**src/rtl/qcore_reg_access.sv**
```systemverilog
// qcore_reg_access: host register access arbitrated against core pipeline bank ports with a wait timeout
module qcore_reg_access #(
  parameter int WAIT_MAX = 255
) (
  input  logic        clk_i,
  input  logic        rst_ni,
  input  logic        req_valid_i,
  output logic        req_ready_o,
  input  logic        req_wr_i,
  input  logic [6:0]  req_addr_i,
  input  logic [31:0] req_dt_i,
  output logic        rsp_valid_o,
  input  logic        rsp_ready_i,
  output logic [31:0] rsp_dt_o,
  output logic        rsp_err_o,
  input  logic        core_we_i,
  input  logic        core_rd_i,
  output logic        bank_we_o,
  output logic [6:0]  bank_w_addr_o,
  output logic [31:0] bank_w_dt_o,
  output logic        bank_rd_sel_o,
  output logic [6:0]  bank_rd_addr_o,
  input  logic [31:0] bank_rd_dt_i
);
  localparam int CW = $clog2(WAIT_MAX + 1);
  localparam logic [CW-1:0] CNT_MAX = CW'(WAIT_MAX);
  localparam logic [CW-1:0] CNT_LAST = CW'(WAIT_MAX - 1);
  localparam logic [2:0] IDLE = 3'd0, WR_WAIT = 3'd1, RD_ADDR = 3'd2, RD_DATA = 3'd3, RESP = 3'd4;
  logic [2:0]    r_state, w_state_nxt;
  logic          r_wr, r_rsp_err;
  logic [6:0]    r_addr;
  logic [31:0]   r_dt, r_rsp_dt;
  logic [CW-1:0] r_cnt;
  logic          w_hs, w_illegal, w_blk, w_last, w_busy;
  logic [1:0]    w_page;
  logic [4:0]    w_idx;
  assign w_page = req_addr_i[6:5];
  assign w_idx = req_addr_i[4:0];
  assign w_hs = req_valid_i && r_state == IDLE;
  assign w_illegal = w_page == 2'b11 || (w_page == 2'b01 && w_idx > 5'd5) ||
                     (req_wr_i && w_page == 2'b10 && !(w_idx == 5'd1 || (w_idx >= 5'd12 && w_idx <= 5'd15)));
  assign w_blk = (r_state == WR_WAIT && core_we_i) || (r_state == RD_ADDR && core_rd_i);
  // the blocked cycle that brings the count to WAIT_MAX ends the wait; a grant in that cycle still wins
  assign w_last = r_cnt >= CNT_LAST;
  assign w_busy = r_state != IDLE;
  always_comb begin
    w_state_nxt = r_state;
    case (r_state)
      IDLE:    w_state_nxt = !w_hs ? IDLE : w_illegal ? RESP : req_wr_i ? WR_WAIT : RD_ADDR;
      WR_WAIT: w_state_nxt = (!core_we_i || w_last) ? RESP : WR_WAIT;
      RD_ADDR: w_state_nxt = !core_rd_i ? RD_DATA : w_last ? RESP : RD_ADDR;
      RD_DATA: w_state_nxt = RESP;
      RESP:    w_state_nxt = rsp_ready_i ? IDLE : RESP;
      default: w_state_nxt = IDLE;
    endcase
  end
  always_ff @(posedge clk_i or negedge rst_ni) begin
    if (!rst_ni) begin
      r_state   <= IDLE;
      r_wr      <= 1'b0;
      r_addr    <= '0;
      r_dt      <= '0;
      r_cnt     <= '0;
      r_rsp_dt  <= '0;
      r_rsp_err <= 1'b0;
    end else begin
      r_state <= w_state_nxt;
      if (w_hs) begin
        r_wr      <= req_wr_i;
        r_addr    <= req_addr_i;
        r_dt      <= req_dt_i;
        r_cnt     <= '0;
        r_rsp_dt  <= '0;
        r_rsp_err <= w_illegal;
      end
      if (w_blk) begin
        r_cnt <= (r_cnt == CNT_MAX) ? r_cnt : r_cnt + CW'(1);
        if (w_last) r_rsp_err <= 1'b1;
      end
      if (r_state == RD_DATA) r_rsp_dt <= bank_rd_dt_i;
    end
  end
  assign req_ready_o = r_state == IDLE;
  assign rsp_valid_o = r_state == RESP;
  assign rsp_dt_o = r_rsp_dt;
  assign rsp_err_o = r_rsp_err;
  assign bank_we_o = r_state == WR_WAIT && r_wr && !core_we_i;
  assign bank_rd_sel_o = r_state == RD_ADDR && !r_wr && !core_rd_i;
  assign bank_w_addr_o = w_busy ? r_addr : '0;
  assign bank_w_dt_o = w_busy ? r_dt : '0;
  assign bank_rd_addr_o = w_busy ? r_addr : '0;
endmodule
```
**config.mk**
```make
export PLATFORM = sky130hd
export DESIGN_NAME = qcore_reg_access
export DESIGN_NICKNAME = d
export VERILOG_FILES = /design/src/rtl/qcore_reg_access.sv
export SDC_FILE = /design/constraint.sdc
export NUM_CORES = 1
export LEC_CHECK = 0
export CAP_MARGIN = 40
export CELL_PAD_IN_SITES_DETAIL_PLACEMENT = 1
export CELL_PAD_IN_SITES_GLOBAL_PLACEMENT = 2
export CORE_MARGIN = 10
export CORE_UTILIZATION = 28
export CTS_BUF_LIST = sky130_fd_sc_hd__clkbuf_8
export DETAILED_ROUTE_END_ITERATION = 10
export GPL_TIMING_DRIVEN = 1
export PLACE_DENSITY = 0.95
export SETUP_SLACK_MARGIN = 0.5
export SYNTH_ARGS = -nofsm -noshare
export SYNTH_HDL_FRONTEND = slang
export SYNTH_SLANG_ARGS = --single-unit
```
**constraint.sdc**
```tcl
create_clock -name clk_i -period 3.7 [get_ports clk_i]
set_clock_uncertainty 0.05 [all_clocks]
set_input_delay 0.74 -clock clk_i [delete_from_list [all_inputs] [get_ports clk_i]]
set_output_delay 0.74 -clock clk_i [all_outputs]
set_load 0.01 [all_outputs]
```
# --- Word-level counts from Yosys, hierarchy flattened ---
# Cells that the tools add are included.
word_totals:
  regBits: 84
  output_inout_bits: 83
classes:
  add_sub_neg: 1
  magnitude_cmp: 4
  eq_ne: 10
  muxes: 18
  n_reduce_logical: 25
ops:
  columns: ["op", "n"]
  rows:
  - ["32-bit two-way mux", 3]
  - ["8-bit two-way mux", 3]
  - ["3-bit two-way mux", 6]
  - ["3-bit one-hot mux with 5 select lines", 1]
  - ["1-bit logical AND", 11]
  - ["8-bit by 1-bit adder with 8-bit output (second input constant)", 1]
  - ["8-bit == test (second input constant)", 1]
  - ["8-bit >= comparator (second input constant)", 1]
  - ["7-bit two-way mux", 1]
  - ["3-bit by 2-bit == test with 1-bit output (second input constant)", 2]
  - ["5-bit by 1-bit == test with 1-bit output (second input constant)", 1]
  - ["5-bit by 4-bit >= comparator with 1-bit output (second input constant)", 1]
  - ["5-bit by 3-bit greater-than comparator with 1-bit output (second input constant)", 1]
  - ["5-bit by 4-bit <= comparator with 1-bit output (second input constant)", 1]
  - ["1-bit logical OR", 5]
  - ["2-bit == test (second input constant)", 2]
  - ["1-bit zero test", 4]
  - ["2-bit nonzero test", 2]
  - ["3-bit by 1-bit == test with 1-bit output (second input constant)", 1]
  - ["3-bit == test (second input constant)", 1]
  - ["3-bit zero test", 1]
  - ["1-bit two-way mux", 3]
  - ["3-bit nonzero test", 1]
  - ["2-bit by 1-bit == test with 1-bit output (second input constant)", 1]
  - ["other kinds (3)", 3]

# --- Logic depth before layout (Yosys ltp) ---
# Gate-level depths: netlist (run 1).
depth:
  word_depth: 9
  ltp_mapped: 7
  mapped_depth_nobuf: 6

# --- Worst setup path after synthesis (run 1) ---
# Ideal clock, no wire load.
synth_path:
  kind: "reg2out"
  start: "reg r_state[0]"
  end: "out bank_w_addr_o[0]"
  t_arrival_ns: 1.354
  slack_ns: 1.556
  stages_incl_launch_ff: 6
  path_cell_list: "dfrtp_1 > buf_6 > nor3_4 > clkbuf_1 > nor2b_1 > buf_4"
synth_between:
  elab_chain_len: 2
synth_rtl:
  columns: ["element", "line_no", "text"]
  rows:
  - ["start: declaration", "29", "logic [2:0] r_state, w_state_nxt;"]
  - ["start signal: assignment", "67", "r_state <= w_state_nxt;"]
  - ["3-bit nonzero test", "45", "assign w_busy = r_state != IDLE;"]
  - ["7-bit two-way mux", null, null]
  - ["end: declaration", "19", "output logic [6:0] bank_w_addr_o,"]
# No other way between the ends.

# --- Final worst setup path (run 1) ---
layout_path:
  start: "in core_rd_i"
  end: "out bank_rd_sel_o"
layout_between:
  elab_chain_len: 2
layout_rtl:
  columns: ["element", "line_no", "text"]
  rows:
  - ["start: declaration", "17", "input logic core_rd_i,"]
  - ["1-bit zero test", "88", "assign bank_rd_sel_o = r_state == RD_ADDR && !r_wr && !core_rd_i;"]
  - ["1-bit logical AND", "88", null]
  - ["end: declaration", "21", "output logic bank_rd_sel_o,"]
# No other way between the ends.

==> qor.yml, run 1 <==
clock_tree:
  cts.reportedPaths.clkPinSlew_ps: 90
  htreeDepth: 3
  post_cts_buffers: 0
  cts-root-buf: "clkbuf_8"
  worstSkewPairLatency_ps: 360
  cts_tree: "yes"
  numCtsBuffers: 9
  cts_buffer_depth: 2
  ctsResizeCount: 0
  cts_hold_buffers: 0
  cts_sinks: 84
layout:
  diodes: 0
  drive_gt1_frac: 0.1216
  area_growth_pct: 49.86
  stdcell_count: 694
  finalNetCount: 593
job:
  drv_cap: 0
yosys:
  ys_seq_elements: 84
  ys_warn_count: 0
  synth-seq-area-share: 0.5407
  synthCells: 365
  syn_nets: 445
  synth.distinct_cells: 47
  avgSynthCellArea_um2: 10.65
  syn_area_mm2: 0.003887
timing:
  finalCritPeriodShare: 0.8241
  drv_slew: 0
  setup_ws_ps: 651.0
  hold_viol: 0
  post-route-min-period_ps: 3049
  rsz0062_at_grt: "false"
  fmax_ghz: 0.3280
  relSlewSlack: 0.5700
  setup_viol: 0
  fin_setup_tns_ps: 0
  worstMarginPinSlew_ps: 644.9
routing:
  first_iter_violations: 141
  drc: 0
  ant_nets: 0
  via_per_inst: 4.659
  wire_per_inst_um: 18.06
  vias: 3233
  firstDrtPassIters: 4
  wirelength_um: 12540
worst_setup_path:
  cp.arrival_ps: 2260
  start_kind: "input port"
  r2r_slack_ps: 1330
  critPathRequiredTime_ps: 2910
  crit_fanout: 3
  crit_path_end_kind: "primary output"
  path_class: "input port to primary output"
outcome:
  outcome: "completed"
global_route:
  grt_pass1_wl_um: 19180
  grt_overflow: 0
  grt_max_degree: 50
  antenna_found_initial: 0
  grt_pass1_vias: 3530
  grt_use_total: 0.1287
placement:
  dp.cells: 678
  place_ws_ps: 640.3
  dp_hpwl_um: 9564
  gp_congestion: 0.7828
  port_buffers: 160
min_path:
  min-delay-path-class: "input port to async pin"
power:
  powerDensity_mw_per_mm2: 785.5
  ir_drop_uv: 293.7
  p_leak_nw: 2.482
die:
  die_w_um: 137.8
  core_area_mm2: 0.01340
  fp.dieArea_mm2: 0.01900
  dieHeight_um: 137.8
  fp-row-count: 42
  start_util: 0.2901
  ios: 161
## logic make-up (layout without fill, tap and decap cells)
logic type / Yosys count / count (layout) / share of synthesized area
AND/OR/NAND/NOR: 179 / 179 / 0.2346
flip-flops: 84 / 84 / 0.5407
multiplexers: 40 / 40 / 0.1155
buffers and inverters: 33 / 186 / 0.05085
AO/OA/AOI/OAI: 27 / 27 / 0.05182
adder cells (fa/ha/maj): 2 / 2 / 0.006436
## synth_stat cells (all sizes together)
| cell | count | area (um2) |
|---|---|---|
| dfrtp | 84 | 2102 |
| nand2 | 76 | 285.3 |
| mux2 | 39 | 439.2 |
| nor2b | 39 | 244.0 |
| nand3 | 36 | 180.2 |
| buf | 24 | 163.9 |
| nor2 | 6 | 25.03 |
| clkbuf | 5 | 18.77 |
| o21ai | 5 | 25.02 |
| inv | 4 | 15.01 |
| nor3 | 4 | 31.28 |
| o211ai | 4 | 30.03 |
| or3 | 4 | 25.02 |
| nand2b | 3 | 21.27 |
| o31ai | 3 | 27.52 |
| a21oi | 2 | 10.01 |
| and2 | 2 | 12.51 |
| ha | 2 | 25.02 |
| nand3b | 2 | 15.01 |
| nor4 | 2 | 27.53 |
| o2111ai | 2 | 17.52 |
| o311ai | 2 | 17.52 |
| a211oi | 1 | 7.510 |
| a22oi | 1 | 7.510 |
| a311o | 1 | 10.01 |
| a31o | 1 | 8.760 |
| a31oi | 1 | 6.260 |
| and2b | 1 | 7.510 |
| mux2i | 1 | 10.01 |
| nand4 | 1 | 6.260 |
| nand4bb | 1 | 16.27 |
| nor4b | 1 | 8.760 |
| o21a | 1 | 7.510 |
| o221ai | 1 | 8.760 |
| o31a | 1 | 8.760 |
| o32ai | 1 | 8.760 |
| or2 | 1 | 6.260 |
## metal layers
metal,global-route usage,share of wire
met3,0.06082,0.13
met5,0,0
met2,0.1919,0.42
met4,0.03998,0.010
met1,0.1612,0.44
## worst paths after layout
check                                 startpoint                        to  cells after the start
setup reg to reg            r_state[0]$_DFF_PN0_       r_dt[4]$_DFFE_PN0P_                      5
min in group clk_i         r_addr[3]$_DFFE_PN0P_     r_addr[3]$_DFFE_PN0P_                      1
max in group asynchronous                 rst_ni  rsp_dt_o[31]$_DFFE_PN0P_                      2
setup / recovery                       core_rd_i             bank_rd_sel_o                      4
hold reg to reg            r_addr[3]$_DFFE_PN0P_     r_addr[3]$_DFFE_PN0P_                      1
hold / removal                            rst_ni      r_dt[12]$_DFFE_PN0P_                      1
## critical path: stages
cell and delay, ps:
clkdlybuf4s50_1 440, or3_1 390, nor2_1 110, clkdlybuf4s50_1 580
## placed cells by master (no fill, tap or decap), drive strengths merged, types with 3 or more instances in the layout
cell	count
nand2	76
o21ai	5
nand3	36
nor2	6
clkdlybuf4s50	159
o31ai	3
buf	7
or3	4
clkbuf	10
dfrtp	84
inv	7
mux2	39
o211ai	4
nor2b	39
nor3	4
nand2b	3
## power breakdown
part,internal [mW],total (mW),switching (mW)
combinational,1.33,2.43,1.10
sequential,1.26,1.47,0.206
clock,0.331,0.679,0.348
## stage by stage
stage	total power, mW	util	instance area, um2	hold slack (ps)
after detailed placement	3.963	0.4197	5624	428.1
after global placement	3.867	0.4145	5554	417.4
after floorplan	2.739	-	3887	394.4
after global routing	4.898	0.4347	5826	304.5
after CTS	4.657	0.4347	5826	290.8
final	4.576	0.4347	5826	289.3
## flip-flops by register name, indices dropped and copies added (netlist names)
register / cells
r_addr: 7
r_cnt: 8
r_dt: 32
r_state: 3
r_wr: 1
rsp_dt_o: 32
rsp_err_o: 1
## area by class of cell
type	instances	area, um2
multi-input cells	248	1595
repair buffers	166	1692
clock buffers	10	137.6
well taps	176	220.2
flip-flops and latches	84	2102
inverters	4	15.01
clock inverters	6	63.81
fillers	1479	7575
(Power assumes the default switching activity.)
==> run 2: changes to the inputs <==
- CORE_UTILIZATION: 28 -> 24
- PLACE_DENSITY: 0.95 -> 0.9
- clock period: 3.7 -> 2.49 ns (I/O delays scaled with it)
==> run 2 against run 1 <==
  * Hold slack got worse by 220 ps
  * Critical path depth increased by 1
  * Flip-flop and latch count did not move
  * Setup slack got worse by 390 ps
  * Sequential power rose by 49%
  * Design area grew 11%
  * Via count rose by 9.8%
  * Cell count rose by 13%
  * Non-clock buffer count grew 48
  * Clock power grew 45%
  * Critical path type is now flip-flop to primary output
  * Critical endpoint is now bank_w_dt_o[22]
  * Highest routed layer unchanged
==> qor.yml, run 2 (synthesized netlist as in run 1, its figures left out) <==
worst_setup_path:
  cpLargestDelayFamily: "buffers and inverters"
  crit_path_end_kind: "primary output"
  crit_chain: "nor3_4 > buf_6 > buf_16 > nor2b_1 > dlygate4sd2_1"
  path_class: "flip-flop to primary output"
  cp.arrival_ps: 1690  # -570 ps
  r2r_slack_ps: 490  # -840 ps
  cp-startpoint: "r_state[0]$_DFF_PN0_"
  path_depth: 5  # +1
  start_kind: "flip-flop"
  cp-endpoint: "bank_w_dt_o[22]"
  r2r-start: "r_state[0]$_DFF_PN0_"
  slowest_delay_ps: 450  # -130 ps
  cp_num_buf_inv: 3  # +1
  critPathSlowestCell: "dfrtp_2"
  r2r-end: "r_dt[10]$_DFFE_PN0P_"
  critPathRequiredTime_ps: 1940  # -970 ps
  crit_fanout: 6  # +3
  r2r_cells: 8  # +3
power:
  powerDensity_mw_per_mm2: 1322  # +68%
  finalPower_mw: 8.575  # +87%
  p_leak_nw: 2.963  # +19%
  ir_drop_uv: 555.4  # +89%
  intPower_mw: 5.353  # +83%
  clkPwrFrac: 0.115  # -0.033
  switchingPower_mw: 3.222  # +95%
  netSwitchingFraction: 0.3758  # +0.01536
  p_seq_frac: 0.256  # -0.065
  combPwrFrac: 0.629  # +0.098
timing:
  rsz0062_at_grt: "true"
  finalCritPeriodShare: 0.8971
  hold_viol: 0  # unchanged
  post-route-min-period_ps: 2234
  setup_ws_ps: 256.2  # -394.8 ps
  worstMarginPinSlew_ps: 536.6  # -108.4 ps
  drv_slew: 0  # unchanged
  fmax_ghz: 0.4477
  setup_viol: 0  # unchanged
  relSlewSlack: 0.6423  # +0.07224
routing:
  ant_nets: 0  # unchanged
  vias: 3551  # +9.8%
  wirelength_um: 15690  # +25%
  first_iter_violations: 56  # -60%
  firstDrtPassIters: 4  # unchanged
  via_per_inst: 4.529  # -2.8%
  wire_per_inst_um: 20.02  # +11%
  drc: 0  # unchanged
min_path:
  min-delay-path-class: "input port to async pin"
layout:
  mostFrequentLayoutCells: "clkdlybuf4s50_1 (108), dfrtp_1 (82), nand2_1 (74), nand3_1 (36), mux2_2 (33)"
  drive_gt1_frac: 0.3351  # +0.2135
  layout_commonest_cell: "clkdlybuf4s50_1"
  finalNetCount: 642  # +8.3%
  nFillCells: 1773  # +20%
  area_growth_pct: 66.85
die:
  fp.dieArea_mm2: 0.02169  # +14%
  dieHeight_um: 147.3  # +6.8%
  core_area_mm2: 0.01589  # +19%
  fp-row-count: 46  # +9.5%
  ios: 161  # unchanged
  start_util: 0.2447  # -0.04538
  die_w_um: 147.3  # +6.8%
placement:
  port_buffers: 160  # unchanged
  dp_hpwl_um: 9682  # +1.2%
  place_ws_ps: -63.03  # -703.3 ps
  gp_congestion: 0.8330  # +6.4%
global_route:
  grt_max_degree: 47  # -6.0%
  grt_overflow: 0  # unchanged
  grt_use_total: 0.1194  # -0.009262
  grt_pass1_vias: 3740  # +5.9%
  top_usage_layer: "met2"
  met1_usage: 0.1403  # -0.02095
  grtUsageMet2: 0.1837  # -0.008133
  grt_pass1_wl_um: 20760  # +8.3%
  antenna_found_initial: 1  # +1
  grt_use_met3: 0.06327  # +0.002452
outcome:
  outcome: "completed"
clock_tree:
  cts_sinks: 84  # unchanged
  cts-root-buf: "clkbuf_8"
  worstSkewPairLatency_ps: 370  # about the same
  cts_tree: "yes"
  htreeDepth: 3  # unchanged
  numCtsBuffers: 9  # unchanged
  cts.reportedPaths.clkPinSlew_ps: 100  # about the same
  cts_buffer_depth: 2  # unchanged
job:
  drv_cap: 0  # unchanged
==> run 2: power by group through the flow <==
| stage | clock (mW) | combinational [mW] | sequential, mW |
|---|---|---|---|
| floorplan | 0 | 1.89 | 2.18 |
| global placement | 0 | 3.72 | 2.16 |
| detailed placement | 0 | 3.80 | 2.20 |
| CTS | 1.02 | 3.65 | 2.15 |
| global route | 1.09 | 5.77 | 2.26 |
| finish | 0.986 | 5.40 | 2.19 |
==> run 2: worst min-delay path by stage <==
stage | start | endpoint | cells past startpoint
CTS | rst_ni | rsp_dt_o[26]$_DFFE_PN0P_ | 1
floorplan | rst_ni | r_addr[0]$_DFFE_PN0P_ | 0
finish | rst_ni | rsp_dt_o[1]$_DFFE_PN0P_ | 1
global placement | r_addr[5]$_DFFE_PN0P_ | r_addr[5]$_DFFE_PN0P_ | 1
global route | rst_ni | rsp_dt_o[1]$_DFFE_PN0P_ | 1
detailed placement | r_addr[5]$_DFFE_PN0P_ | r_addr[5]$_DFFE_PN0P_ | 1
==> run 2: cell type report <==
class,instances,area (um2),area share
inverters,4,15.01,0.002315
repair buffers,214,2121,0.3270
clock buffers,9,123.9,0.01910
well taps,216,270.3,0.04167
multi-input cells,249,1783,0.2749
diodes,1,2.502,0.0003858
clock inverters,7,66.31,0.01022
flip-flops and latches,84,2105,0.3245
==> run 2: timing repair <==
action                                 CTS  global route
endpoints found under the hold margin    0             0
setup endpoints to repair               52            59
buffers inserted                         5            28
gates resized for setup                 65           176
cloned                                   1            11
hold buffers                             0             0
pin swaps                                1             5
==> run 2: worst register-to-register path: stages (launching register included) <==
cell and delay, ps:
dfrtp_2 450, nor3_4 230, buf_6 180, buf_6 140, buf_6 100, buf_8 100
nand2_8 110, clkbuf_16 230, mux2_2 300
==> run 2: per-layer routing <==
layer / vias to the layer above / wire length (um)
met5: - / 0
met4: 0 / 184
met3: 15 / 1359
met2: 144 / 7557
met1: 1765 / 6590
li1: 1627 / -
==> run 2: through the flow <==
step / setup TNS [ps] / instance area (um2) / hold slack [ps] / std cells / utilization
finish: 0 / 6486 / 67.73 / 784 / 0.4083
global placement: -67.02 / 5707 / 417.7 / 722 / 0.3592
CTS: 0 / 5904 / 66.52 / 744 / 0.3717
detailed placement: -63.03 / 5707 / 425.2 / 722 / 0.3592
floorplan: 0 / 3887 / 152.4 / 365 / -
global route: 0 / 6484 / 85.47 / 783 / 0.4082
